### config.mk
export PLATFORM = sky130hd
export DESIGN_NAME = fsm_rr_arbiter
export DESIGN_NICKNAME = d
export VERILOG_FILES = /design/src/rtl/fsm_rr_arbiter.sv
export SDC_FILE = /design/constraint.sdc
export NUM_CORES = 1
export LEC_CHECK = 0
export ABC_AREA = 1
export BUFFER_PORTS_ARGS = -buffer_cell sky130_fd_sc_hd__buf_2
export CORE_MARGIN = 1
export CORE_UTILIZATION = 29
export CTS_CLUSTER_DIAMETER = 120
export DETAILED_ROUTE_END_ITERATION = 8
export SLEW_MARGIN = 25
export SYNTH_ARGS = -nofsm -noshare
export SYNTH_HDL_FRONTEND = slang
export SYNTH_SLANG_ARGS = --single-unit
### constraint.sdc
create_clock -name clock -period 5.25 [get_ports clock]
set_clock_uncertainty 0.15 [all_clocks]
set_input_delay 0.2625 -clock clock [delete_from_list [all_inputs] [get_ports clock]]
set_output_delay 0.2625 -clock clock [all_outputs]
set_load 0.02 [all_outputs]
### src/rtl/fsm_rr_arbiter.sv
// fsm_rr_arbiter: four-way round-robin grant FSM with registered one-hot grants and a one-cycle handover gap.
// Optional hold-timeout preemption is built when FSM_RR_TIMEOUT_EN is defined.
module fsm_rr_arbiter #(
  parameter int MAX_HOLD = 8,
  parameter int CNT_W = 4
) (
  input  logic       clock,
  input  logic       reset,
  input  logic       req_0,
  input  logic       req_1,
  input  logic       req_2,
  input  logic       req_3,
  output logic       gnt_0,
  output logic       gnt_1,
  output logic       gnt_2,
  output logic       gnt_3,
  output logic [1:0] gnt_id,
  output logic       busy,
  output logic       preempt
);
  typedef enum logic [1:0] {IDLE = 2'b00, GRANT = 2'b01, RELEASE = 2'b10} state_t;
  state_t state, state_nx;
  logic [3:0] req, gnt, gnt_nx;
  logic [1:0] ptr, ptr_nx, id_nx, win;
  logic found, busy_nx, timeout;
  if (MAX_HOLD < 2 || MAX_HOLD > (1 << CNT_W)) begin : g_bad_max_hold
    $error("fsm_rr_arbiter: MAX_HOLD must be in 2..2**CNT_W");
  end
  assign req = {req_3, req_2, req_1, req_0};
  assign {gnt_3, gnt_2, gnt_1, gnt_0} = gnt;
  // rotate the search so the last winner is checked last
  always_comb begin
    win = ptr;
    found = 1'b0;
    for (int i = 1; i <= 4; i++) begin
      if (!found && req[ptr + 2'(i)]) begin
        win = ptr + 2'(i);
        found = 1'b1;
      end
    end
  end
`ifdef FSM_RR_TIMEOUT_EN
  localparam logic [CNT_W-1:0] CNT_MAX = CNT_W'(MAX_HOLD - 1);
  logic [CNT_W-1:0] cnt;
  assign timeout = cnt == CNT_MAX && |(req & ~(4'b0001 << gnt_id));
  always_ff @(posedge clock or posedge reset) begin
    if (reset) begin
      cnt <= '0;
      preempt <= 1'b0;
    end else begin
      cnt <= (state == GRANT && state_nx == GRANT) ? (cnt == CNT_MAX ? cnt : cnt + 1'b1) : '0;
      preempt <= state == GRANT && req[gnt_id] && timeout;
    end
  end
`else
  assign timeout = 1'b0;
  assign preempt = 1'b0;
`endif
  always_comb begin
    state_nx = IDLE;
    gnt_nx = '0;
    id_nx = gnt_id;
    ptr_nx = ptr;
    busy_nx = 1'b0;
    case (state)
      IDLE, RELEASE: if (found) begin
        state_nx = GRANT;
        gnt_nx = 4'b0001 << win;
        id_nx = win;
        ptr_nx = win;
        busy_nx = 1'b1;
      end
      GRANT: if (!req[gnt_id] || timeout) state_nx = RELEASE;
      else begin
        state_nx = GRANT;
        gnt_nx = gnt;
        busy_nx = 1'b1;
      end
      default: state_nx = IDLE;
    endcase
  end
  always_ff @(posedge clock or posedge reset) begin
    if (reset) begin
      state <= IDLE;
      gnt <= '0;
      gnt_id <= '0;
      ptr <= 2'd3;
      busy <= 1'b0;
    end else begin
      state <= state_nx;
      gnt <= gnt_nx;
      gnt_id <= id_nx;
      ptr <= ptr_nx;
      busy <= busy_nx;
    end
  end
endmodule

## After elaboration in Yosys (flattened, before gate mapping)

Index checks and enable logic that the tools add are counted.

- Add/sub/neg operators: 3
- Magnitude comparators: 5
- Eq/ne operators: 3
- Shifts and indexed selects: 1
- Multiplexer cells: 27
- Reductions and logical operators: 9

Operators by type and width:

| kind | number |
|---|---|
| 2-bit by 3-bit less-than comparator with 1-bit output (second input constant) | 5 |
| 1-bit two-way mux | 12 |
| 1-bit binary-select mux with 2-bit select | 5 |
| 2-bit two-way mux | 5 |
| 4-bit two-way mux | 2 |
| 4-bit one-hot mux with 2 select lines | 1 |
| 2-bit adder (second input constant) | 2 |
| 2-bit one-hot mux with 2 select lines | 1 |
| 1-bit by 2-bit << shifter with 4-bit output (first input constant) | 1 |
| 1-bit logical AND | 3 |
| 1-bit logical NOT | 3 |
| 2-bit by 1-bit adder with 2-bit output (second input constant) | 1 |
| 2-bit by 1-bit equality test with 1-bit output (second input constant) | 1 |
| 2-bit equality test (second input constant) | 1 |
| 2-bit logical NOT | 1 |
| 2-bit inequality test (second input constant) | 1 |
| 1-bit one-hot mux with 2 select lines | 1 |
| 2-bit AND reduction | 1 |
| 2-bit OR reduction | 1 |

- Flip-flop bits (word level): 11
- Bits of input ports: 6
- Output and inout port bits: 8
- Logic and storage cells: 53

## Longest topological paths before layout

Gate-level depths: netlist (run 1).

- Word-level depth: 16
- Depth in mapped cells: 13
- Gate-level depth less buffers: 12

## Worst setup path after synthesis (run 1)

Ideal clock, no wire load.

- Path kind: flip-flop to flip-flop
- Start point: reg ptr[1]
- End point: reg busy
- Setup time: 0.124 ns
- Arrival: 1.457 ns
- Data required time: 4.976 ns
- Path slack: 3.518 ns
- Stages on the path, launching flop included: 12
- Buffers on the path: 1
- Clock period less this slack: 1.732 ns
- Path through: dfstp_2 buf_4 inv_4 nand2_1 nand2_2 nand2_4 nand2_4 nor2_4 nand3_2 nand2_4 inv_2 or2_1

- Word-level cells in the longest chain between the ends: 15
- Elaborated cells on any way between the ends: 23
- Classes of those cells: add/sub: 3; mux: 14; reduce/logical: 6

RTL lines:

| item | RTL line | source |
|---|---|---|
| start, declared | 24 | `logic [1:0] ptr, ptr_nx, id_nx, win;` |
| start signal, assigned | 93 | `ptr <= ptr_nx;` |
| 2-bit by 1-bit adder with 2-bit output | 36 | `if (!found && req[ptr + 2'(i)]) begin` |
| 1-bit binary-select mux with 2-bit select | 36 |  |
| 1-bit two-way mux (implied by the code) | 36 |  |
| 1-bit two-way mux | 36 |  |
| 1-bit logical NOT | 36 |  |
| 1-bit logical AND | 36 |  |
| 1-bit two-way mux | 36 |  |
| 1-bit logical NOT | 36 |  |
| 1-bit logical AND | 36 |  |
| 1-bit two-way mux | 36 |  |
| 1-bit logical NOT | 36 |  |
| 1-bit logical AND | 36 |  |
| 1-bit two-way mux (*) | 36 |  |
| 1-bit two-way mux (*) | 66 | `IDLE, RELEASE: if (found) begin` |
| 1-bit one-hot mux with 2 select lines (*) | 65 | `case (state)` |
| net busy_nx | 25 | `logic found, busy_nx, timeout;` |
| end signal, assigned | 94 | `busy <= busy_nx;` |
| end, declared | 18 | `output logic busy,` |

Mark *: on every way through the listed nets, which the timed path passes. The rest lies on a longest branch. The select of a mux whose other input is x is not followed.
A chain may end at the register's enable or synchronous reset.

## Worst setup path in the final report (run 1)

- Start point: reg ptr[0]
- End point: reg gnt_id[1]

- Word-level cells in the longest chain between the ends: 14
- Elaborated cells on any way between the ends: 26
- Classes of those cells: add/sub: 3; mux: 16; reduce/logical: 7

RTL lines:

| item | RTL line | source |
|---|---|---|
| 2-bit by 1-bit adder with 2-bit output | 36, 37 |  |
| 1-bit binary-select mux with 2-bit select | 36 |  |
| 1-bit two-way mux (implied by the code) | 36 |  |
| 1-bit two-way mux | 36 |  |
| 1-bit logical NOT | 36 |  |
| 1-bit logical AND | 36 |  |
| 1-bit two-way mux | 36 |  |
| 1-bit logical NOT | 36 |  |
| 1-bit logical AND | 36 |  |
| 1-bit two-way mux | 36 |  |
| 1-bit logical NOT | 36 |  |
| 1-bit logical AND | 36 |  |
| 1-bit two-way mux | 36 |  |
| 2-bit AND reduction (no line) | n/a |  |
| end signal, assigned | 92 | `gnt_id <= id_nx;` |
| end, declared | 17 | `output logic [1:0] gnt_id,` |

Parallel ways exist; a longest one is shown, timed or not. The select of a mux whose other input is x is not followed.

==> results.json, run 1 <==
{
  "multiInputGateArea_um2": 445.4,
  "holdWs_ps": 265.8,
  "h-tree-depth": 1,
  "cp_top_family": "simple AND/OR/NAND/NOR gates",
  "drc_errors": 0,
  "drv_cap": 0,
  "worst_pin_slew_ps": 494.3,
  "criticalPathCategory": "reg2reg",
  "setup_ws_ps": 3391,
  "cts_root_buffer": "clkbuf_4",
  "fillers": 267,
  "setup_tns_ps": 0,
  "synth_area_leaders": "nand2_1 27%, dfrtp_1 26%, dfstp_2 6.8%",
  "cts_resized": 0,
  "vdd_ir_drop_max_v": 0.0003443,
  "endpoint_kind": "register",
  "synth_top_area_frac": 0.2670,
  "routabilityCongestion": 0.8703,
  "antenna_left": 0,
  "place_ws_ps": 3395,
  "drt-wirelength-per-cell_um": 9.538,
  "post_cts_buffers": 0,
  "cts.path.max_buffers": 2,
  "crit_top_cell": "nand2_1",
  "synth_top_area_cell": "nand2_1",
  "drt_iter0_drc": 6,
  "placed_area_um2": 844.6,
  "grt_setup_unrepaired": "no",
  "hpwl_um": 1295,
  "hold_class": "in2reg",
  "post-route-cell-area_um2": 877.1,
  "antenna_found_initial": 0,
  "start_util": 0.3093,
  "finalSetupViolations": 0,
  "fin_nets": 138,
  "cts_tree": "yes",
  "required_ps": 5250,
  "grt_usage": 0.1250,
  "rr_worst_depth": 11,
  "grt_pass1_wl_um": 2628,
  "ys_seq_area_frac": 0.3269,
  "power_leakage_nw": 0.5061,
  "numCtsBuffers": 3,
  "slowest_delay_ps": 660,
  "insertion_delay_ps": 260,
  "outcome": "complete, no violations",
  "clkTransAtPathRegs_ps": 60,
  "syn_to_final_growth_pct": 13.43,
  "hold_violations": 0,
  "worstHoldPathCells": 4,
  "io_pins": 14,
  "cts_sinks": 10,
  "synth.distinct_cells": 22,
  "die_x_um": 53.64,
  "vias": 738,
  "drv_slew": 0,
  "via_per_inst": 4.613,
  "yosys_warnings": 0,
  "drive_gt1_frac": 0.2692,
  "slew_headroom": 0.6679,
  "grt_max_degree": 11,
  "path_max_fanout": 10,
  "synth_area_per_cell_um2": 6.609,
  "syn_nets": 123,
  "instances_no_fill": 160,
  "worstPathCellList": "inv_6 > nand2_1 > nand2_1 > nand2_1 > nand2_1 > nor2_1 > nand2_1 > nand3_1 > nand2_1 > nand2_1 > nand2_1",
  "routed_wl_um": 1526,
  "grt_pass1_vias": 692,
  "min_period_over_period": 0.3542,
  "ys_ff_latch": 10,
  "overflow": 0,
  "die_h_um": 53.64,
  "diodes": 0,
  "syn_area_um2": 773.2,
  "cp.depth": 11,
  "cp-start-kind": "register",
  "worst-path-buf-inv": 1,
  "p_per_area_nw_per_um2": 735.0,
  "die_area_um2": 2877,
  "cp.arrival_ps": 1860,
  "core_um2": 2500,
  "slowest_stage": "dfstp_2",
  "dp_cells": 156,
  "rows": 18,
  "io_buffer_count": 12,
  "hold_buffers": 1,
  "fin_crit_ps": 1859,
  "netlist_instances": 117,
  "fmax_mhz": 537.8,
  "firstDrtPassIters": 3,
  "register_area_um2": 252.7
}
[through the flow]
step,power (W),utilization
after floorplan,0.0005204,-
after global placement,0.0005958,0.3378
after detailed placement,0.0006011,0.3378
after CTS,0.0006547,0.3509
after global routing,0.0007178,0.3509
final,0.0006446,0.3509
[area by class of cell]
cell class | instances | area share
clock buffers | 3 | 0.02568
inverters | 11 | 0.05563
multi-input cells | 93 | 0.5078
flip-flops and latches | 10 | 0.2882
well taps | 30 | 0.04280
repair buffers | 13 | 0.07989
[sequential cells by signal, indices dropped and copies added, names as in the netlist]
register	count
state	1
busy	1
gnt_id	2
ptr	2
gnt	4
[logic make-up after synthesis]
kind of cell / share of synthesized area
compound gates: 0.05502
buf+inv: 0.09710
flops: 0.3269
other cells: 0.004850
simple gates: 0.5162
[where the power goes]
part	switching, W	leakage, nW	internal, W
logic	0.000291	0.369	0.000146
registers	0.0000387	0.124	0.000118
clock network	0.0000239	0.0138	0.0000264
total	0.000354	0.506	0.000291
[worst min-delay path: cells and delay by family]
kind | cells | cell delay, ps
AOI/OAI and AO/OA | 1 | 150
and+or+nand+nor | 2 | 120
buffers and inverters | 1 | 100
[placed cells by master (no fill, tap or decap), types with 2 or more instances in the layout]
cell,instances
a21oi_1,2
inv_1,7
nand3_2,2
o21ai_0,5
inv_2,2
buf_2,12
clkbuf_4,3
nand2_4,4
nand2_2,7
nand3_1,8
dfstp_2,2
nor2_1,4
dfrtp_1,8
nand2_1,55
[final timing paths]
path | start | endpoint | slack (ps)
setup / recovery | ptr[0] | gnt_id[1] | 3390
hold / removal | req_0 | state[1] | 270
setup reg to reg | ptr[0] | gnt_id[1] | 3390
hold reg to reg | state[1] | state[1] | 290
max in group asynchronous | reset | ptr[0] | 4290
min in group asynchronous | reset | gnt[0] | 350
[cell usage after synthesis]
library cell  instances
dfrtp_1               8
dfstp_2               2
inv_1                 7
a21oi_1               2
nand2_1              55
nand3_1               8
or2_1                 1
nand3_2               2
nor2_4                1
nor2_1                4
nand2_4               4
inv_4                 1
o21bai_1              1
inv_6                 1
inv_2                 2
nor3_1                1
nor4_1                1
o21ai_0               5
conb_1                1
buf_6                 1
buf_4                 2
nand2_2               7
[metal layers]
layer,GRT usage,share of wire
met5,0,0
met4,0.07018,0.011
met3,0.01130,0.018
met2,0.2208,0.51
met1,0.1468,0.46
(Power assumes the default switching activity.)
==> run 2, diff against run 1 <==
==> constraint.sdc (replaced) <==
create_clock -name clock -period 1.6 [get_ports clock]
set_clock_uncertainty 0.15 [all_clocks]
set_input_delay 0.08 -clock clock [delete_from_list [all_inputs] [get_ports clock]]
set_output_delay 0.08 -clock clock [all_outputs]
set_load 0.02 [all_outputs]
==> run 2 against run 1 <==
The flow now finishes with violations (negative setup slack). Register-to-register slack got worse by 3600 ps. First-iteration DRC count grew to 4.0 times the previous value. Final cell count rose by 11%. Largest cell class unchanged. Largest power group unchanged.
==> results.json, run 2 (synthesis results as in run 1) <==
{
  "p_seq_frac": 0.180,
  "start_util": 0.3093,
  "endpoint_kind": "register",
  "core_um2": 2500,
  "min_period_over_period": 1.157,
  "slowest_stage": "dfstp_2",
  "grt_setup_unrepaired": "yes",
  "vdd_ir_drop_max_v": 0.001340,
  "drc_errors": 0,
  "placed_area_um2": 919.6,
  "drt-wirelength-per-cell_um": 10.67,
  "cp_top_family": "simple AND/OR/NAND/NOR gates",
  "via_per_inst": 4.565,
  "die_x_um": 53.64,
  "cts_root_buffer": "clkbuf_4",
  "cts_tree": "yes",
  "firstDrtPassIters": 4,
  "drt_iter0_drc": 24,
  "setup_ws_ps": -252.0,
  "antenna_left": 0,
  "power_leakage_nw": 0.5915,
  "cts_sinks": 10,
  "grt_usage": 0.1471,
  "hold_class": "in2reg",
  "drv_cap": 0,
  "outcome": "finished, violations left",
  "fin_nets": 154,
  "worstPathCellList": "clkinv_4 > nand2_2 > nand2_4 > nand2_4 > nand2_8 > nor2_4 > nand3_2 > nand2_4 > inv_2 > or2_1",
  "cp.arrival_ps": 1850,
  "clkTransAtPathRegs_ps": 60,
  "die_area_um2": 2877,
  "required_ps": 1600,
  "final_common_cell": "nand2_1",
  "vias": 808,
  "grt_pass1_vias": 727,
  "fmax_mhz": 540.0,
  "routabilityCongestion": 0.8082,
  "drv_slew": 0,
  "worst-path-buf-inv": 2,
  "instances_no_fill": 177,
  "h-tree-depth": 1,
  "grt_pass1_wl_um": 3008,
  "io_buffer_count": 12,
  "hpwl_um": 1412,
  "post-route-cell-area_um2": 1057,
  "die_h_um": 53.64,
  "antenna_found_initial": 0,
  "diodes": 0,
  "crit_top_cell": "nand2_4",
  "violations": "negative setup slack",
  "drive_gt1_frac": 0.4218,
  "hold_violations": 0,
  "p_comb_frac": 0.752,
  "numCtsBuffers": 3,
  "dp_cells": 166,
  "holdWs_ps": 120.5,
  "final_cell_mix": "46 x nand2_1, 16 x buf_4, 13 x nand2_2, 12 x buf_2",
  "routed_wl_um": 1889,
  "largest_register": "gnt",
  "fillers": 253,
  "cts.path.max_buffers": 2,
  "fin_crit_ps": 1852,
  "fin_util": 0.4229,
  "reg.largest.list": "gnt x4, gnt_id x2, ptr x2",
  "criticalPathCategory": "reg2reg",
  "largest_reg_flops": 4,
  "finalSetupViolations": 9,
  "rows": 18,
  "intPower_w": 0.001305,
  "grt_max_degree": 11,
  "syn_to_final_growth_pct": 36.73,
  "io_pins": 14,
  "cp-start-kind": "register",
  "path_max_fanout": 7,
  "p_per_area_nw_per_um2": 2549,
  "p_switching_w": 0.001390,
  "switching_share": 0.5159,
  "overflow": 0,
  "slowest_delay_ps": 590,
  "insertion_delay_ps": 270,
  "clkPwrFrac": 0.069
}
-- run 2: cell count changes in the layout (fill, tap and decap cells not counted), sizes merged --
| cell | previous run | this run |
|---|---|---|
| buf | 12 | 28 |
| clkbuf | 3 | 4 |
| clkinv | 0 | 1 |
| inv | 11 | 10 |
-- run 2: final timing paths --
kind	startpoint	to	slack, ps	depth (start not counted)
max in group asynchronous	reset	ptr[0]	810	3
max	ptr[0]	busy	-250	10
min in group asynchronous	reset	gnt[2]	170	3
min reg2reg	state[1]	state[1]	290	1
min	req_0	state[1]	120	4
max reg2reg	ptr[0]	busy	-250	10
-- run 2: per-layer routing --
| metal | part of all wire | track usage | vias to the layer above |
|---|---|---|---|
| met3 | 0.047 | 0.01695 | 5 |
| li1 | - | - | 419 |
| met5 | 0 | 0 | - |
| met2 | 0.48 | 0.2604 | 25 |
| met4 | 0.022 | 0.09211 | 0 |
| met1 | 0.46 | 0.1664 | 359 |
-- run 2: area by class of cell --
| class | instances | area, µm² | area share |
|---|---|---|---|
| clock buffer | 4 | 26.28 | 0.02485 |
| inverter | 11 | 48.80 | 0.04615 |
| multi-input combinational | 93 | 501.7 | 0.4746 |
| sequential | 10 | 252.7 | 0.2391 |
| tap | 30 | 37.54 | 0.03550 |
| timing repair buffer | 29 | 190.2 | 0.1799 |
-- run 2: power groups by stage --
| stage | sequential [W] | combinational (W) | clock (W) |
|---|---|---|---|
| after floorplan | 0.000522 | 0.00120 | 0 |
| after global routing | 0.000500 | 0.00223 | 0.000205 |
| after global placement | 0.000492 | 0.00167 | 0 |
| after detailed placement | 0.000493 | 0.00169 | 0 |
| final | 0.000484 | 0.00203 | 0.000185 |
| after CTS | 0.000491 | 0.00180 | 0.000192 |
-- run 2: worst min-delay path: cells and delay by family --
family,cells,cell delay [ps]
AOI/OAI and AO/OA,1,160
and+or+nand+nor,2,130
buffers and inverters,1,120
-- run 2: through the flow --
step	setup slack [ps]	power (W)	setup TNS, ps
2_1_floorplan	-129.3	0.001721	-421.8
5_1_grt	-327.3	0.002933	-2624
4_1_cts	-221.3	0.002479	-1421
3_3_place_gp	-202.9	0.002162	-1301
3_5_place_dp	-203.2	0.002184	-1477
6_report	-252.0	0.002695	-1742
-- run 2: what timing repair did --
| item | CTS | global route |
|---|---|---|
| resized for setup | 5 | 12 |
| pin swaps | 1 | 6 |
| setup endpoints to repair | 9 | 9 |
| hold buffers | 1 | 0 |
| hold endpoints to repair | 10 | 0 |
| setup buffers | 1 | 5 |
